--- config.mk ---
export PLATFORM = sky130hd
export DESIGN_NAME = spi_slave_duplex
export DESIGN_NICKNAME = d
export VERILOG_FILES = /design/src/rtl/spi_pkg.sv /design/src/rtl/spi_sync_edge.sv /design/src/rtl/spi_slave_duplex.sv
export SDC_FILE = /design/constraint.sdc
export NUM_CORES = 1
export LEC_CHECK = 0
export CAP_MARGIN = 20
export CELL_PAD_IN_SITES_DETAIL_PLACEMENT = 1
export CELL_PAD_IN_SITES_GLOBAL_PLACEMENT = 1
export CORE_AREA = 2 2 74 76
export DETAILED_ROUTE_END_ITERATION = 6
export DIE_AREA = 0 0 76 78
export PLACE_DENSITY = 0.76
export SLEW_MARGIN = 20
export SYNTH_ARGS = -nofsm -noshare
export SYNTH_HDL_FRONTEND = slang
export SYNTH_HIERARCHICAL = 1
export SYNTH_SLANG_ARGS = --single-unit
export TNS_END_PERCENT = 30
--- constraint.sdc ---
create_clock -name clk -period 4.2 [get_ports clk]
set_input_delay 0.84 -clock clk [delete_from_list [all_inputs] [get_ports clk]]
set_output_delay 0.84 -clock clk [all_outputs]
set_load 0.02 [all_outputs]
--- src/rtl/spi_pkg.sv ---
// ============================================================================
// Module   : spi_pkg
// Purpose  : Shared mode encodings, width bounds and FSM state for the SPI slave.
// Revision : 1.0 - initial release
// ============================================================================
`default_nettype none

package spi_pkg;

  localparam logic [1:0] SPI_MODE0 = 2'b00;
  localparam logic [1:0] SPI_MODE1 = 2'b01;
  localparam logic [1:0] SPI_MODE2 = 2'b10;
  localparam logic [1:0] SPI_MODE3 = 2'b11;

  localparam int SPI_DATA_W_MIN = 2;
  localparam int SPI_DATA_W_MAX = 32;

  typedef enum logic [0:0] {
    IDLE   = 1'b0,
    ACTIVE = 1'b1
  } spi_state_e;

endpackage

`default_nettype wire

--- src/rtl/spi_sync_edge.sv ---
// ============================================================================
// Module   : spi_sync_edge
// Purpose  : N-stage input synchroniser with a history flop for edge pulses.
// Revision : 1.0 - initial release
// ============================================================================
`default_nettype none

module spi_sync_edge #(
  parameter int   STAGES  = 2,
  parameter logic RST_VAL = 1'b0
) (
  input  logic clk,
  input  logic rstn,
  input  logic d_i,
  output logic q_o,
  output logic rise_o,
  output logic fall_o
);

  logic [STAGES-1:0] sync_q, sync_d;
  logic              hist_q, hist_d;

  always_comb begin
    sync_d = {sync_q[STAGES-2:0], d_i};
    hist_d = sync_q[STAGES-1];
  end

  always_ff @(posedge clk or negedge rstn) begin
    if (!rstn) begin
      sync_q <= {STAGES{RST_VAL}};
      hist_q <= RST_VAL;
    end else begin
      sync_q <= sync_d;
      hist_q <= hist_d;
    end
  end

  assign q_o    = sync_q[STAGES-1];
  assign rise_o = sync_q[STAGES-1] & ~hist_q;
  assign fall_o = ~sync_q[STAGES-1] & hist_q;

endmodule

`default_nettype wire

--- src/rtl/spi_slave_duplex.sv ---
// ============================================================================
// Module   : spi_slave_duplex
// Purpose  : Oversampled full-duplex SPI slave, any CPOL/CPHA, either bit order.
// Revision : 1.0 - initial release
// ============================================================================
`default_nettype none

module spi_slave_duplex
  import spi_pkg::*;
#(
  parameter int DATA_W      = 8,
  parameter int SYNC_STAGES = 2,
  parameter int CPOL        = 0,
  parameter int CPHA        = 0,
  parameter int MSB_FIRST   = 1
) (
  input  logic              clk,
  input  logic              rstn,
  input  logic              spi_clk_i,
  input  logic              mosi_i,
  input  logic              spi_ss_i,
  output logic              miso_o,
  output logic              miso_oe_o,
  output logic [DATA_W-1:0] data_o,
  output logic              data_en_o,
  input  logic [DATA_W-1:0] tx_data_i,
  input  logic              tx_valid_i,
  output logic              tx_ready_o,
  output logic              busy_o,
  output logic              frame_err_o,
  output logic              tx_underrun_o
);

  localparam int              CNT_W        = $clog2(DATA_W);
  localparam logic [CNT_W-1:0] CNT_LAST    = CNT_W'(DATA_W - 1);
  localparam logic [1:0]      MODE         = {1'(CPOL), 1'(CPHA)};
  localparam logic            LEAD_IS_RISE = (MODE == SPI_MODE0) || (MODE == SPI_MODE1);

  logic sclk_rise, sclk_fall, sclk_level_unused;
  logic ss_rise, ss_fall, ss_level_unused;
  logic mosi_sync, mosi_rise_unused, mosi_fall_unused;

  spi_sync_edge #(.STAGES(SYNC_STAGES), .RST_VAL(1'(CPOL))) u_sync_sclk (
    .clk    (clk),
    .rstn   (rstn),
    .d_i    (spi_clk_i),
    .q_o    (sclk_level_unused),
    .rise_o (sclk_rise),
    .fall_o (sclk_fall)
  );

  spi_sync_edge #(.STAGES(SYNC_STAGES), .RST_VAL(1'b1)) u_sync_ss (
    .clk    (clk),
    .rstn   (rstn),
    .d_i    (spi_ss_i),
    .q_o    (ss_level_unused),
    .rise_o (ss_rise),
    .fall_o (ss_fall)
  );

  spi_sync_edge #(.STAGES(SYNC_STAGES), .RST_VAL(1'b0)) u_sync_mosi (
    .clk    (clk),
    .rstn   (rstn),
    .d_i    (mosi_i),
    .q_o    (mosi_sync),
    .rise_o (mosi_rise_unused),
    .fall_o (mosi_fall_unused)
  );

  logic lead_edge, trail_edge, sample_edge, shift_edge;

  assign lead_edge   = LEAD_IS_RISE ? sclk_rise : sclk_fall;
  assign trail_edge  = LEAD_IS_RISE ? sclk_fall : sclk_rise;
  assign sample_edge = (CPHA != 0) ? trail_edge : lead_edge;
  assign shift_edge  = (CPHA != 0) ? lead_edge  : trail_edge;

  function automatic logic first_bit(input logic [DATA_W-1:0] w);
    return (MSB_FIRST != 0) ? w[DATA_W-1] : w[0];
  endfunction

  function automatic logic [DATA_W-1:0] shift_out(input logic [DATA_W-1:0] w);
    return (MSB_FIRST != 0) ? {w[DATA_W-2:0], 1'b0} : {1'b0, w[DATA_W-1:1]};
  endfunction

  spi_state_e        state_q, state_d;
  logic [CNT_W-1:0]  cnt_q, cnt_d;
  logic [DATA_W-1:0] rx_q, rx_d;
  logic [DATA_W-1:0] tx_q, tx_d;
  logic [DATA_W-1:0] hold_q, hold_d;
  logic              hold_vld_q, hold_vld_d;
  logic [DATA_W-1:0] data_q, data_d;
  logic              data_en_q, data_en_d;
  logic              miso_q, miso_d;
  logic              ferr_q, ferr_d;
  logic              und_q, und_d;

  logic              word_start;
  logic [DATA_W-1:0] rx_next, tx_shifted, tx_load;

  always_comb begin
    state_d    = state_q;
    cnt_d      = cnt_q;
    rx_d       = rx_q;
    tx_d       = tx_q;
    hold_d     = hold_q;
    hold_vld_d = hold_vld_q;
    data_d     = data_q;
    data_en_d  = 1'b0;
    miso_d     = miso_q;
    ferr_d     = 1'b0;
    und_d      = 1'b0;
    word_start = 1'b0;
    tx_load    = '0;
    tx_shifted = shift_out(tx_q);
    rx_next    = (MSB_FIRST != 0) ? {rx_q[DATA_W-2:0], mosi_sync}
                                  : {mosi_sync, rx_q[DATA_W-1:1]};

    case (state_q)
      IDLE: begin
        if (ss_fall) begin
          state_d    = ACTIVE;
          cnt_d      = '0;
          word_start = 1'b1;
        end
      end
      ACTIVE: begin
        if (ss_rise) begin
          state_d = IDLE;
          ferr_d  = (cnt_q != '0);
          cnt_d   = '0;
        end else if (sample_edge) begin
          rx_d = rx_next;
          if (cnt_q == CNT_LAST) begin
            data_d     = rx_next;
            data_en_d  = 1'b1;
            cnt_d      = '0;
            word_start = 1'b1;
          end else begin
            cnt_d = cnt_q + CNT_W'(1);
          end
        end else if (shift_edge) begin
          if (CPHA != 0) begin
            miso_d = first_bit(tx_q);
            tx_d   = tx_shifted;
          end else if (cnt_q != '0) begin
            // cnt_q==0 here means the word just wrapped: the fresh load already drives MISO
            tx_d   = tx_shifted;
            miso_d = first_bit(tx_shifted);
          end
        end
      end
      default: state_d = IDLE;
    endcase

    if (word_start) begin
      if (hold_vld_q) begin
        tx_load    = hold_q;
        hold_vld_d = 1'b0;
      end else begin
        und_d = 1'b1;
      end
      tx_d = tx_load;
      if (CPHA == 0) begin
        miso_d = first_bit(tx_load);
      end
    end

    // Only reachable when the register was empty, so a same-cycle load cannot lose it
    if (tx_valid_i && !hold_vld_q) begin
      hold_d     = tx_data_i;
      hold_vld_d = 1'b1;
    end
  end

  always_ff @(posedge clk or negedge rstn) begin
    if (!rstn) begin
      state_q    <= IDLE;
      cnt_q      <= '0;
      rx_q       <= '0;
      tx_q       <= '0;
      hold_q     <= '0;
      hold_vld_q <= 1'b0;
      data_q     <= '0;
      data_en_q  <= 1'b0;
      miso_q     <= 1'b0;
      ferr_q     <= 1'b0;
      und_q      <= 1'b0;
    end else begin
      state_q    <= state_d;
      cnt_q      <= cnt_d;
      rx_q       <= rx_d;
      tx_q       <= tx_d;
      hold_q     <= hold_d;
      hold_vld_q <= hold_vld_d;
      data_q     <= data_d;
      data_en_q  <= data_en_d;
      miso_q     <= miso_d;
      ferr_q     <= ferr_d;
      und_q      <= und_d;
    end
  end

  assign miso_o        = miso_q;
  assign miso_oe_o     = (state_q == ACTIVE);
  assign busy_o        = (state_q == ACTIVE);
  assign data_o        = data_q;
  assign data_en_o     = data_en_q;
  assign tx_ready_o    = ~hold_vld_q;
  assign frame_err_o   = ferr_q;
  assign tx_underrun_o = und_q;

endmodule

`default_nettype wire

==> metrics.md <==
| Metric | Value |
|---|---|
| Outcome | completed |
| Peak supply drop | 0.252 mV |
| Synthesized area | 1970 µm² |
| Vias in the first global route | 1319 |
| CP Capture Type | output port |
| Clock skew | 7.65 ps |
| Global route overflow | 0 |
| GPL Wtd Cong | 0.732 |
| Final hold vios | 0 |
| Final Cell Area | 2410 µm² |
| Crit path cell chain | clkdlybuf4s50_1 |
| Synthesis-to-layout area growth | 22.6% |
| Nets@finish | 198 |
| DR pass1 iterations | 4 |
| TritonCTS clock tree | done |
| Die ar. | 5930 µm² |
| Total track usage | 0.132 |
| CP Max Fanout | 11 |
| Number of placed instances, taps included | 244 |
| Final setup TNS | 0 ps |
| Initial Util | 0.390 |
| Clk root buf | clkbuf_8 |
| Critical Path Stages | 1 |
| Max-cap violations | 0 |
| Post-cts repair resize count | 0 |
| Port bufs | 28 |
| TritonCTS Buffers | 5 |
| ANT nets after route | 0 |
| R2R Setup Slk | 2170 ps |
| Site Rows | 26 |
| Gate Count Post-Synth | 153 |
| Critical path buffers and inverters | 1 |
| Pwr Density | 543 nW/µm² |
| Maximum clock rate | 424 MHz |
| Final setup viols | 0 |
| Largest net degree at the start of global routing | 48 |
| CTS clk-pin slew, worst paths | 90 ps |
| Min cycle time layout | 2360 ps |
| Synth warn | 6 |
| Vias per cell | 4.87 |
| Vias post-DR | 1227 |
| Clock Latency Late Sink | 300 ps |
| Die span in y | 78 µm |
| Worst slew margin | 0.514 |
| Critical path's top delay family | buffers and inverters |
| Die extent in x | 76 µm |
| Postcts setup bufs | 0 |
| DRC | 0 |
| WP data arrival | 1520 ps |
| Hold depth | 0 |
| Cell area after placement | 2290 µm² |
| Worst r2r dst | miso_o |
| Layout fillers | 534 |
| Avg Inst Size Synth | 12.9 µm² |
| Crit path kind | reg -> out |
| Utilization after layout | 0.478 |
| Critical Path RT | 3360 ps |
| CP max-delay cell | clkdlybuf4s50_1 |
| Worst hold-check path type | reg -> reg |
| Setup repair after global routing missed its margin | no |
| Initial antenna violation count | 0 |
| Worst Setup EP | miso_oe_o |
| CTS Hold Bufs | 0 |
| Num ports | 29 |
| Final period util | 0.561 |
| Number of diodes | 0 |
| Setup WS pre-CTS | 1790 ps |
| Final worst setup slack | 1840 ps |
| Layout cell share with drive strength beyond 1 | 0.192 |
| Max Slew Vio Count | 0 |
| CORE AREA | 5040 µm² |
| Worst slew pin tran | 727 ps |
| Fin cells | 252 |
| R2R depth | 5 |
| Tot Pwr | 1.31 mW |
| Total wire length | 3560 µm |
| Syn_nets | 170 |
| DR WL/cell | 14.1 µm |
| TritonCTS Sinks | 47 |
| CP startpoint | busy_o |
| Lkg Pwr | 1.06 nW |
| DP Wirelength | 2650 µm |
| Max Buffers Root-to-Sink | 2 |
| Startpoint types | register |
| Starting DRT DRC Count | 65 |
| First-pass GRT wire length | 6180 µm |
| CTS H-tree depth | 2 |
| Slowest stage delay, CP | 680 ps |
| Hold_ws | 356 ps |
| Worst R2R Start | u_sync_ss/sync_q[1] |
-- placed cells by master, fill, tap and decap left out, drive strengths merged, types with 6 or more instances in the layout --
master         instances
and2                   7
clkbuf                 6
clkdlybuf4s50         27
dfrtp                 44
inv                    6
mux2                  15
nand2                 26
o221a                  7
o22a                   7
-- registers in the layout, summed over array words and instances, names as in the netlist, 2 cells and up --
name                count
cnt_q                   3
data_o                  8
hold_q                  8
rx_q                    7
tx_q                    7
u_sync_mosi/sync_q      2
u_sync_sclk/sync_q      2
u_sync_ss/sync_q        2
-- power breakdown --
part	total [mW]	switching, mW	internal [mW]
Clock	0.346	0.150	0.196
Sequential	0.666	0.0952	0.571
Combinational	0.297	0.118	0.179
-- metal layers --
metal | part of all wire | GRT usage | vias to the layer above
li1 | - | - | 585
met4 | 0 | 0.0418 | 0
met3 | 0.040 | 0.0477 | 0
met5 | 0 | 0 | -
met1 | 0.44 | 0.153 | 613
met2 | 0.52 | 0.228 | 29
-- worst min path at each step --
stage,from,to,slack (ps)
floorplan,u_sync_mosi/sync_q[0],u_sync_mosi/sync_q[1],330
finish,u_sync_sclk/sync_q[0],u_sync_sclk/sync_q[1],360
CTS,u_sync_sclk/sync_q[0],u_sync_sclk/sync_q[1],360
global route,u_sync_ss/sync_q[0],u_sync_ss/sync_q[1],370
detailed placement,u_sync_sclk/sync_q[0],u_sync_sclk/sync_q[1],340
global placement,u_sync_sclk/sync_q[0],u_sync_sclk/sync_q[1],330
-- cell type report --
class / count / area [µm²] / area share
Sequential cell: 47 / 1180 / 0.489
Inverter: 6 / 35.0 / 0.0145
Timing Repair Buffer: 28 / 278 / 0.115
Clock inverter: 2 / 38.8 / 0.0161
Multi-Input combinational cell: 93 / 709 / 0.294
Tap cell: 70 / 87.6 / 0.0363
Clock buffer: 6 / 82.6 / 0.0343
Power figures use the tool's default switching activity.
